<file path="src/rtl/match_alu_scheduler.sv">
// Round-robin scheduler sharing one opcode-matched ALU between N requesters.
// Optional statistics counters are enabled by defining MATCH_ALU_SCHED_STATS_EN.
module match_alu_scheduler #(
  parameter int N          = 4,
  parameter int W          = 8,
  parameter int MUL_CYCLES = 2
) (
  input  logic                 clk,
  input  logic                 rst,
  input  logic [N-1:0]         req_valid,
  output logic [N-1:0]         req_ready,
  input  logic [N*8-1:0]       req_op,
  input  logic [N*W-1:0]       req_a,
  input  logic [N*W-1:0]       req_b,
  output logic                 rsp_valid,
  input  logic                 rsp_ready,
  output logic [$clog2(N)-1:0] rsp_id,
  output logic [W-1:0]         rsp_data,
  output logic                 busy,
  output logic [1:0]           dbg_state
`ifdef MATCH_ALU_SCHED_STATS_EN
  ,
  output logic [15:0]          op_count,
  output logic [15:0]          stall_count
`endif
);

  // Handshakes: a transfer happens at a rising edge where valid and ready are both high;
  // a request holds valid and payload until ready, a response holds id/data until ready.

  localparam int IW = $clog2(N);
  localparam int CW = (MUL_CYCLES > 1) ? $clog2(MUL_CYCLES) : 1;

  typedef enum logic [1:0] {
    S_IDLE = 2'd0,
    S_EXEC = 2'd1,
    S_RESP = 2'd2
  } state_t;

  state_t         state;
  state_t         state_nx;
  logic [IW-1:0]  last_grant;
  logic [IW-1:0]  grant_idx;
  logic           grant_found;
  logic [IW-1:0]  id_q;
  logic [7:0]     op_q;
  logic [W-1:0]   a_q;
  logic [W-1:0]   b_q;
  logic [W-1:0]   data_q;
  logic [W-1:0]   alu_res;
  logic [CW-1:0]  cnt;
  logic           accept;
  logic           exec_done;
  logic           is_mul;
  int unsigned    scan;

  // Search starts just after the previous winner, so a lone last winner wraps to itself.
  always_comb begin
    grant_found = 1'b0;
    grant_idx   = '0;
    scan        = 0;
    for (int i = 1; i <= N; i++) begin
      scan = (int'(last_grant) + i) % N;
      if (!grant_found && req_valid[scan[IW-1:0]]) begin
        grant_found = 1'b1;
        grant_idx   = scan[IW-1:0];
      end
    end
  end

  assign is_mul = !((op_q == 8'd17) || (op_q == 8'd21) || (op_q == 8'd34));

  always_comb begin
    alu_res = '0;
    case (op_q)
      8'd17:   alu_res = a_q + W'(1);
      8'd21:   alu_res = a_q + b_q;
      8'd34:   alu_res = a_q - b_q;
      default: alu_res = a_q * b_q;
    endcase
  end

  always_ff @(posedge clk or posedge rst) begin
    if (rst) begin
      state <= S_IDLE;
    end else begin
      state <= state_nx;
    end
  end

  always_comb begin
    state_nx  = state;
    accept    = 1'b0;
    exec_done = 1'b0;
    req_ready = '0;
    case (state)
      S_IDLE: begin
        if (grant_found) begin
          accept               = 1'b1;
          req_ready[grant_idx] = 1'b1;
          state_nx             = S_EXEC;
        end
      end
      S_EXEC: begin
        if (!is_mul || (cnt == CW'(MUL_CYCLES - 1))) begin
          exec_done = 1'b1;
          state_nx  = S_RESP;
        end
      end
      S_RESP: begin
        if (rsp_ready) begin
          state_nx = S_IDLE;
        end
      end
      default: state_nx = S_IDLE;
    endcase
  end

  // Operands are captured at accept so later requester changes cannot disturb the result.
  always_ff @(posedge clk or posedge rst) begin
    if (rst) begin
      last_grant <= IW'(N - 1);
      id_q       <= '0;
      op_q       <= '0;
      a_q        <= '0;
      b_q        <= '0;
      cnt        <= '0;
      data_q     <= '0;
    end else begin
      if (accept) begin
        op_q       <= req_op[8*int'(grant_idx) +: 8];
        a_q        <= req_a[W*int'(grant_idx) +: W];
        b_q        <= req_b[W*int'(grant_idx) +: W];
        id_q       <= grant_idx;
        last_grant <= grant_idx;
        cnt        <= '0;
      end else if ((state == S_EXEC) && !exec_done) begin
        cnt <= cnt + CW'(1);
      end
      if (exec_done) begin
        data_q <= alu_res;
      end
    end
  end

  assign rsp_valid = (state == S_RESP);
  assign rsp_id    = id_q;
  assign rsp_data  = data_q;
  assign busy      = (state != S_IDLE);
  assign dbg_state = state;

`ifdef MATCH_ALU_SCHED_STATS_EN
  always_ff @(posedge clk or posedge rst) begin
    if (rst) begin
      op_count    <= '0;
      stall_count <= '0;
    end else begin
      if (rsp_valid && rsp_ready && (op_count != 16'hFFFF)) begin
        op_count <= op_count + 16'd1;
      end
      if (rsp_valid && !rsp_ready && (stall_count != 16'hFFFF)) begin
        stall_count <= stall_count + 16'd1;
      end
    end
  end
`endif

endmodule

</file>
<file path="config.mk">
export PLATFORM = sky130hd
export DESIGN_NAME = match_alu_scheduler
export DESIGN_NICKNAME = d
export VERILOG_FILES = /design/src/rtl/match_alu_scheduler.sv
export SDC_FILE = /design/constraint.sdc
export NUM_CORES = 1
export LEC_CHECK = 0
export CAP_MARGIN = 20
export CELL_PAD_IN_SITES_DETAIL_PLACEMENT = 1
export CELL_PAD_IN_SITES_GLOBAL_PLACEMENT = 1
export CORE_ASPECT_RATIO = 1.2
export CORE_MARGIN = 3
export CORE_UTILIZATION = 30
export DETAILED_ROUTE_END_ITERATION = 6
export PLACE_DENSITY_LB_ADDON = 0.1
export SYNTH_ARGS = -nofsm -noshare
export SYNTH_HDL_FRONTEND = slang
export SYNTH_SLANG_ARGS = --single-unit
</file>
<file path="constraint.sdc">
create_clock -name clk -period 11 [get_ports clk]
set_input_delay 3.3 -clock clk [delete_from_list [all_inputs] [get_ports clk]]
set_output_delay 3.3 -clock clk [all_outputs]
set_load 0.05 [all_outputs]
</file>
After elaboration in Yosys (flattened, before gate mapping)
Cells that the tools add are included.

ROM bits: 0. Memories kept: 0. Input port bits: 103. RAM bits: 0. Output and inout bits: 18. Flip-flop bits (word level): 39. Latch bits: 0.

Mux-type cells: 31. $add $sub $neg: 8. $mul: 1. Bitwise gates (word level): 0. Shifts and indexed selects: 3. Reduce and logical (&&, ||, !) cells: 16. Eq/ne operators: 8. Order comparisons: 6. Divide/modulo/power cells: 0.

Operators by type and width (number): $shiftx 32x6->8 (3); $pmux 8 s3 (1); $eq 8x5->1 const B (2); $lt 2x3->1 const B (5); $mux 1 (15); $mux 2 (7); $add 8x1->8 const B (1); $add 8x8->8 (1); $bmux 1 s2 (4); $eq 8x6->1 const B (1); $mul 8x8->8 (1); $mux 4 (2); $sub 8x8->8 (1); $pmux 2 s3 (1); $logic_and 1x1->1 (5); $add 2x1->2 const B (2); $add 2x2->2 const B (2); $logic_not 1->1 (4); $ne 2x2->1 const B (2); $reduce_bool 2->1 (2); $logic_or 1x1->1 (3); $reduce_and 3->1 (1); $demux 1 s2 (1); $eq 2x1->1 const B (1); 5 further kinds (5).

Logic depth before layout (Yosys ltp)
Gate-level depths: netlist of the first run.

Depth in word-level cells: 19. Gate-level depth with buffers: 18. Mapped depth without buffers: 17.

Least setup slack after synthesis of the first run
OpenSTA, ideal clock, no wires.

Kind: input-to-output. From: input port req_valid[1]. To: output port req_ready[1]. Setup slack: 2440 ps. Arrival time: 5260 ps. Cell stages on the path: 5. Buffers on the path: 1. Cells stage by stage: nor2b_1 > a21oi_1 > o221ai_2 > clkbuf_1 > nor3b_1.

Cells in the longest elaborated chain, start to end: 18. Elaborated cells between the ends (all ways): 29. Those cells by class: order compare (2); mux (20); reduce/logical (7).

RTL lines: start, declared (line 10) `input logic [N-1:0] req_valid,`; $bmux 1 s2 (line 64) `if (!grant_found && req_valid[scan[IW-1:0]]) begin`; $mux 1 (implied by the code) (line 64); $mux 1 (line 64); $logic_not 1->1 (line 64); $logic_and 1x1->1 (line 64); $mux 1 (line 64); $logic_not 1->1 (line 64); $logic_and 1x1->1 (line 64); (+2 left out); $logic_and 1x1->1 (line 64); $mux 2 (line 64); $lt 2x3->1 (implied by the code) or $ge 2x1->1 (tied branches) (line 100) `req_ready[grant_idx] = 1'b1;`; $logic_and 1x1->1 (implied by the code) (line 100); $mux 1 (implied by the code) (line 100); $demux 1 s2 (line 100); $mux 4 (*) (line 98) `if (grant_found) begin`; $mux 4 (*) (line 96) `case (state)`; end, declared (line 11) `output logic [N-1:0] req_ready,`.

Mark *: on every way between the ends. The rest lies on a longest branch, timed or not. The select of a mux whose other input is x is not followed.

Worst setup path after layout of the first run
Same ends and word-level chain as after synthesis.

==> results of run 1 <==
## worst min path at each step
stage	from	to	slack, ps	cells after the start
2_1_floorplan	op_q[3]	op_q[3]	450	1
3_5_place_dp	rsp_id[1]	rsp_id[1]	470	2
6_report	rsp_id[1]	rsp_id[1]	480	2
4_1_cts	rsp_id[1]	rsp_id[1]	480	2
3_3_place_gp	op_q[6]	op_q[6]	460	1
5_1_grt	rsp_data[3]	rsp_data[3]	520	2
## state kept, by name (all words and copies together) (netlist names)
name / flops
a_q: 8
rsp_data: 8
b_q: 8
last_grant: 2
dbg_state: 2
cnt: 1
op_q: 8
rsp_id: 2
## critical path, cell delays in order
cell and delay [ps]:
clkdlybuf4s50_1 520, nor2b_1 180, a21oi_1 80, o221ai_4 170
buf_4 480, nor3b_1 240, clkdlybuf4s50_1 830
## cells in the mapped netlist (4+ instances only)
cell,count
nand2_1,86
dfrtp_1,37
and2_1,35
inv_1,33
a21o_1,29
a311oi_1,25
a211oi_1,24
ha_1,24
nor2_1,22
a21oi_1,17
clkbuf_1,16
o21ai_1,15
xnor2_1,15
fa_1,13
buf_2,11
nor3_1,7
xor2_1,6
nand2b_1,5
nor2b_1,5
a31oi_1,4
buf_6,4
## cell families (layout without fill, tap and decap cells)
logic type	after synthesis	in the layout
XOR/XNOR	21	21
adder cells (fa/ha/maj)	37	37
AND/OR/NAND/NOR	182	182
buffers and inverters	68	168
AO/OA/AOI/OAI	126	126
multiplexers	1	1
flip-flops	39	39
## per-stage QoR
stage / instances / hold WS, ps
6_report: 735 / 479.2
5_1_grt: 735 / 520.4
2_1_floorplan: 474 / 450.7
3_5_place_dp: 727 / 468.9
3_3_place_gp: 727 / 463.4
4_1_cts: 735 / 484.8
## power groups by stage
stage	Combinational, mW	Clock, mW	Sequential (mW)
2_1_floorplan	0.826	0	0.338
3_3_place_gp	1.14	0	0.331
3_5_place_dp	1.17	0	0.336
4_1_cts	1.18	0.150	0.333
5_1_grt	1.30	0.155	0.347
6_report	1.14	0.146	0.330
## metal layers
metal / up-vias / track usage (%) / wire (um)
met3: 11 / 3.563 / 672
li1: 1822 / - / -
met2: 106 / 28.39 / 5231
met1: 1687 / 22.25 / 5382
met5: - / 0 / 0
met4: 0 / 4.842 / 173
## layout make-up
type | instances | area [um2]
fill | 1503 | 7044
multi-input combinational | 367 | 2592
inverter | 35 | 131.4
sequential | 39 | 978.4
clock inverter | 3 | 20.02
tap | 161 | 201.4
timing repair buffer | 125 | 1239
clock buffer | 5 | 125.1
==> results_dict.tcl, run 1 <==
set metrics [dict create \
    setup_viol 0 \
    clk_pin_slew_ps 60 \
    rrSetupSlack_ps 6750 \
    grt_antenna_before_repair 0 \
    cts_root_buf "clkbuf_16" \
    status "finished, final reports clean" \
    intPower_mw 0.7862 \
    cts_hold_buffers 0 \
    final_common_cell "clkdlybuf4s50_1" \
    vias 3626 \
    finalWirelength_um 11460 \
    n_antenna_cell 0 \
    grt_pass1_wl_um 19530 \
    die_x_um 109.6 \
    synth_compound_area_share_pct 23.78 \
    htreeDepth 2 \
    grt_pass1_vias 3980 \
    tightest_slew_ps 787.5 \
    area_delta_synth_final_pct 36.90 \
    p_switching_mw 0.8323 \
    ys_seq_area_share_pct 25.33 \
    r2r-start "b_q[2]" \
    port-buffer-count 120 \
    sw_frac_of_total_pct 51.42 \
    required_ps 7700 \
    rsz0062_at_grt "no" \
    yosys_warnings 0 \
    final_util_pct 42.88 \
    clock_path_buffers 2 \
    crit_type "in2out" \
    cts-buffers-inserted 5 \
    initial_core_util_pct 31.32 \
    clock_latency_ps 290 \
    dieArea_mm2 0.01428 \
    synth_fa_ha_area_share_pct 14.51 \
    yosys.area_share.simple_pct 23.52 \
    slew_headroom_pct 47.14 \
    ir_worst_vdd_mv 0.1498 \
    cts_resized 0 \
    cap_violations 0 \
    layout-drive-gt1-share_pct 5.226 \
    fp-row-count 44 \
    via_per_inst 4.933 \
    arrival_ps 5820 \
    worstSetupEndpointType "output port" \
    cts_setup_buffers 0 \
    power.density_mw_per_mm2 306.1 \
    crit_fanout 53 \
    hpwl_um 9249 \
    core_area_mm2 0.01233 \
    syn_inst 474 \
    cts_tree "built" \
    gp_congestion 0.8292 \
    ys_types 50 \
    initialDrtViolationCount 108 \
    async_flop_share_pct 100.0 \
    wl_per_cell_um 15.59 \
    final_net_count 713 \
    antenna_left 0 \
    ioPinCount 121 \
    r2r-end "rsp_data[7]" \
    pre_cts_ws_ps 1856 \
    synthTopCellsByArea "dfrtp_1, nand2_1, ha_1" \
    synth_xor_xnor_area_share_pct 4.762 \
    synth_nets 614 \
    post_dp_cell_area_mm2 0.005142 \
    synth_top_family_by_area "compound AO/OA/AOI/OAI gates" \
    layout_common_cells "clkdlybuf4s50_1, nand2_1, dfrtp_1" \
    syn_area_mm2 0.003862 \
    synth-edff-count 0 \
    setup_ws_ps 1882 \
    p_clk_share_pct 9.0 \
    fmaxAchievable_mhz 109.7 \
    grt_max_degree 54 \
    power_frac_seq_pct 20.4 \
    total_power_mw 1.618 \
    synth_area_leader_cell "dfrtp_1" \
    p_comb_share_pct 70.6 \
    cp-endpoint "req_ready[1]" \
    finalSetupTns_ps 0 \
    grt_util_all_layers_pct 17.04 \
    dr.pass1.iters 4 \
    startpoint "req_valid[1]" \
    hold_path.class "reg2reg" \
    synth_top_area_share_pct 23.97 \
    synth_area_per_cell_um2 8.149 \
    synth-seq-cells 39 \
    hold_viol 0 \
    synth_top_flop_cell "dfrtp_1" \
    clock_sinks 39 \
    drc_errors 0 \
    slew_viol_final 0 \
    ff2ff_path_depth 14 \
    synthMuxAreaShare_pct 0.2592 \
    fin_crit_sh_pct 82.89 \
    p_leak_nw 2.318 \
    period_minus_slack_ps 9118 \
    die_height_um 130.3 \
    clock_skew_ps 4.882 \
    design_area_mm2 0.005288 \
    globalRouteOverflowTotal 0 \
    worstSetupStartpointType "input port" \
]
(Power assumes the default switching activity.)
==> run 2: changes to the inputs <==
- clock period: 11 -> 7.63 ns (I/O delays scaled with it)
==> run 2 against run 1 <==
Effect of this change:
- sequential share of layout area is 0.096 points lower
- clock power is 76% higher
- largest power group unchanged
- critical endpoint unchanged
- global-route usage is 0.35 points higher
==> results_dict.tcl, run 2 (synthesis gave the netlist of run 1 again) <==
set metrics [dict create \
    ioPinCount 121 \
    fillCellCount 1483 \
    cts_tree "built" \
    grt_antenna_before_repair 0 \
    slew_viol_final 0 \
    layout_common_cells "clkdlybuf4s50_1, nand2_1, dfrtp_1" \
    period_minus_slack_ps 6712 \
    n_antenna_cell 0 \
    intPower_mw 1.177 \
    die_x_um 109.6 \
    status "finished, final reports clean" \
    clock_skew_ps 8.026 \
    clock_sinks 39 \
    port-buffer-count 120 \
    fp-row-count 44 \
    cts_hold_buffers 0 \
    rsz0062_at_grt "no" \
    worstSetupStartpointType "input port" \
    finalSetupTns_ps 0 \
    die_height_um 130.3 \
    clock_path_buffers 2 \
    arrival_ps 4420 \
    setup_ws_ps 918.1 \
    gp_congestion 0.8007 \
    setup_viol 0 \
    fin_crit_sh_pct 87.97 \
    p_clk_share_pct 10.8 \
    p_comb_share_pct 69.2 \
    required_ps 5340 \
    ir_worst_vdd_mv 0.2379 \
    initialDrtViolationCount 147 \
    antenna_left 0 \
    crit_fanout 7 \
    fmaxAchievable_mhz 149.0 \
    worst_hold_slack_ps 480.0 \
    pre_cts_ws_ps 898.9 \
    total_power_mw 2.379 \
    tightest_slew_ps 765.4 \
    slowest_stage "clkdlybuf4s50_1" \
    slew_headroom_pct 48.63 \
    dieArea_mm2 0.01428 \
    area_delta_synth_final_pct 37.61 \
    final_net_count 713 \
    cts_setup_buffers 0 \
    p_leak_nw 2.343 \
    sw_frac_of_total_pct 50.54 \
    wl_per_cell_um 15.80 \
    finalWirelength_um 11620 \
    final_common_cell "clkdlybuf4s50_1" \
    grt_max_degree 57 \
    cpMostUsedCell "clkdlybuf4s50_1" \
    clk_pin_slew_ps 60 \
    clock_latency_ps 300 \
    design_area_mm2 0.005315 \
    grt_pass1_vias 3997 \
    core_area_mm2 0.01233 \
    post_dp_cell_area_mm2 0.005137 \
    globalRouteOverflowTotal 0 \
    layout-drive-gt1-share_pct 5.575 \
    cts-buffers-inserted 5 \
    initial_core_util_pct 31.32 \
    crit_family "buffers and inverters" \
    cts_root_buf "clkbuf_16" \
    cts_resized 0 \
    crit_path_cell_trace "clkdlybuf4s50_1, nor2b_1, a21oi_1, o221ai_4, nor3b_1, clkdlybuf4s50_1" \
    hpwl_um 9232 \
    power_frac_seq_pct 20.0 \
    hold_viol 0 \
    vias 3664 \
    drc_errors 0 \
    crit_type "in2out" \
    htreeDepth 2 \
    worstSetupEndpointType "output port" \
    power.density_mw_per_mm2 447.7 \
    cap_violations 0 \
    hold_path.class "reg2reg" \
    via_per_inst 4.985 \
    path_buf_inv 2 \
    dr.pass1.iters 4 \
    grt_util_all_layers_pct 17.39 \
    grt_pass1_wl_um 19670 \
    p_switching_mw 1.203 \
    worst_path_largest_cell_delay_ps 830 \
]
## run 2: cell count changes in the layout (fill, tap and decap cells not counted), sizes merged
cell,previous run,this run
clkinv,1,0
clkbuf,5,6
clkdlybuf4s50,120,118
inv,35,36
buf,5,7
bufinv,0,1
clkinvlp,2,0
## run 2: final timing paths
kind	startpoint	to	slack [ps]	cells past startpoint
worst min register to register	rsp_id[1]	rsp_id[1]	480	2
worst max-delay path	req_valid[1]	req_ready[1]	920	6
max in group asynchronous	rst	last_grant[1]	4840	3
worst min-delay path	rsp_id[1]	rsp_id[1]	480	2
min in group asynchronous	rst	rsp_id[0]	2420	3
worst max register to register	b_q[4]	rsp_data[7]	3390	14
## run 2: final cells by class
type,instances,area [um2],share of cell area (%)
multi-input cells,367,2592,48.78
clock buffers,6,138.9,2.613
clock inverters,2,38.79,0.7298
repair buffers,125,1234,23.21
well taps,161,201.4,3.790
inverters,35,131.4,2.472
flip-flops and latches,39,978.4,18.41
## run 2: per-stage QoR
stage | utilization, % | instances
2_1_floorplan | - | 474
3_3_place_gp | 41.66 | 727
3_5_place_dp | 41.66 | 727
4_1_cts | 43.10 | 735
5_1_grt | 43.10 | 735
6_report | 43.10 | 735
## run 2: per-layer routing
layer	wire [um]	track usage (%)
met5	0	0
met4	204	5.649
met3	907	5.294
met2	5411	28.67
met1	5093	21.63
## run 2: worst reg2reg max path, delay by kind of cell (launching register included)
| kind | cells | cell delay, ps |
|---|---|---|
| AOI/OAI and AO/OA | 2 | 470 |
| xor gates and xnor gates | 2 | 380 |
| adders and majority gates | 5 | 2330 |
| buffers and inverters | 3 | 150 |
| DFF | 1 | 590 |
| and+or+nand+nor | 2 | 220 |
## run 2: power by group through the flow
stage / Combinational (mW) / Sequential, mW / Clock (mW)
after global routing: 1.88 / 0.502 / 0.272
after CTS: 1.70 / 0.480 / 0.263
after detailed placement: 1.69 / 0.483 / 0
final: 1.65 / 0.476 / 0.257
after floorplan: 1.19 / 0.487 / 0
after global placement: 1.64 / 0.478 / 0
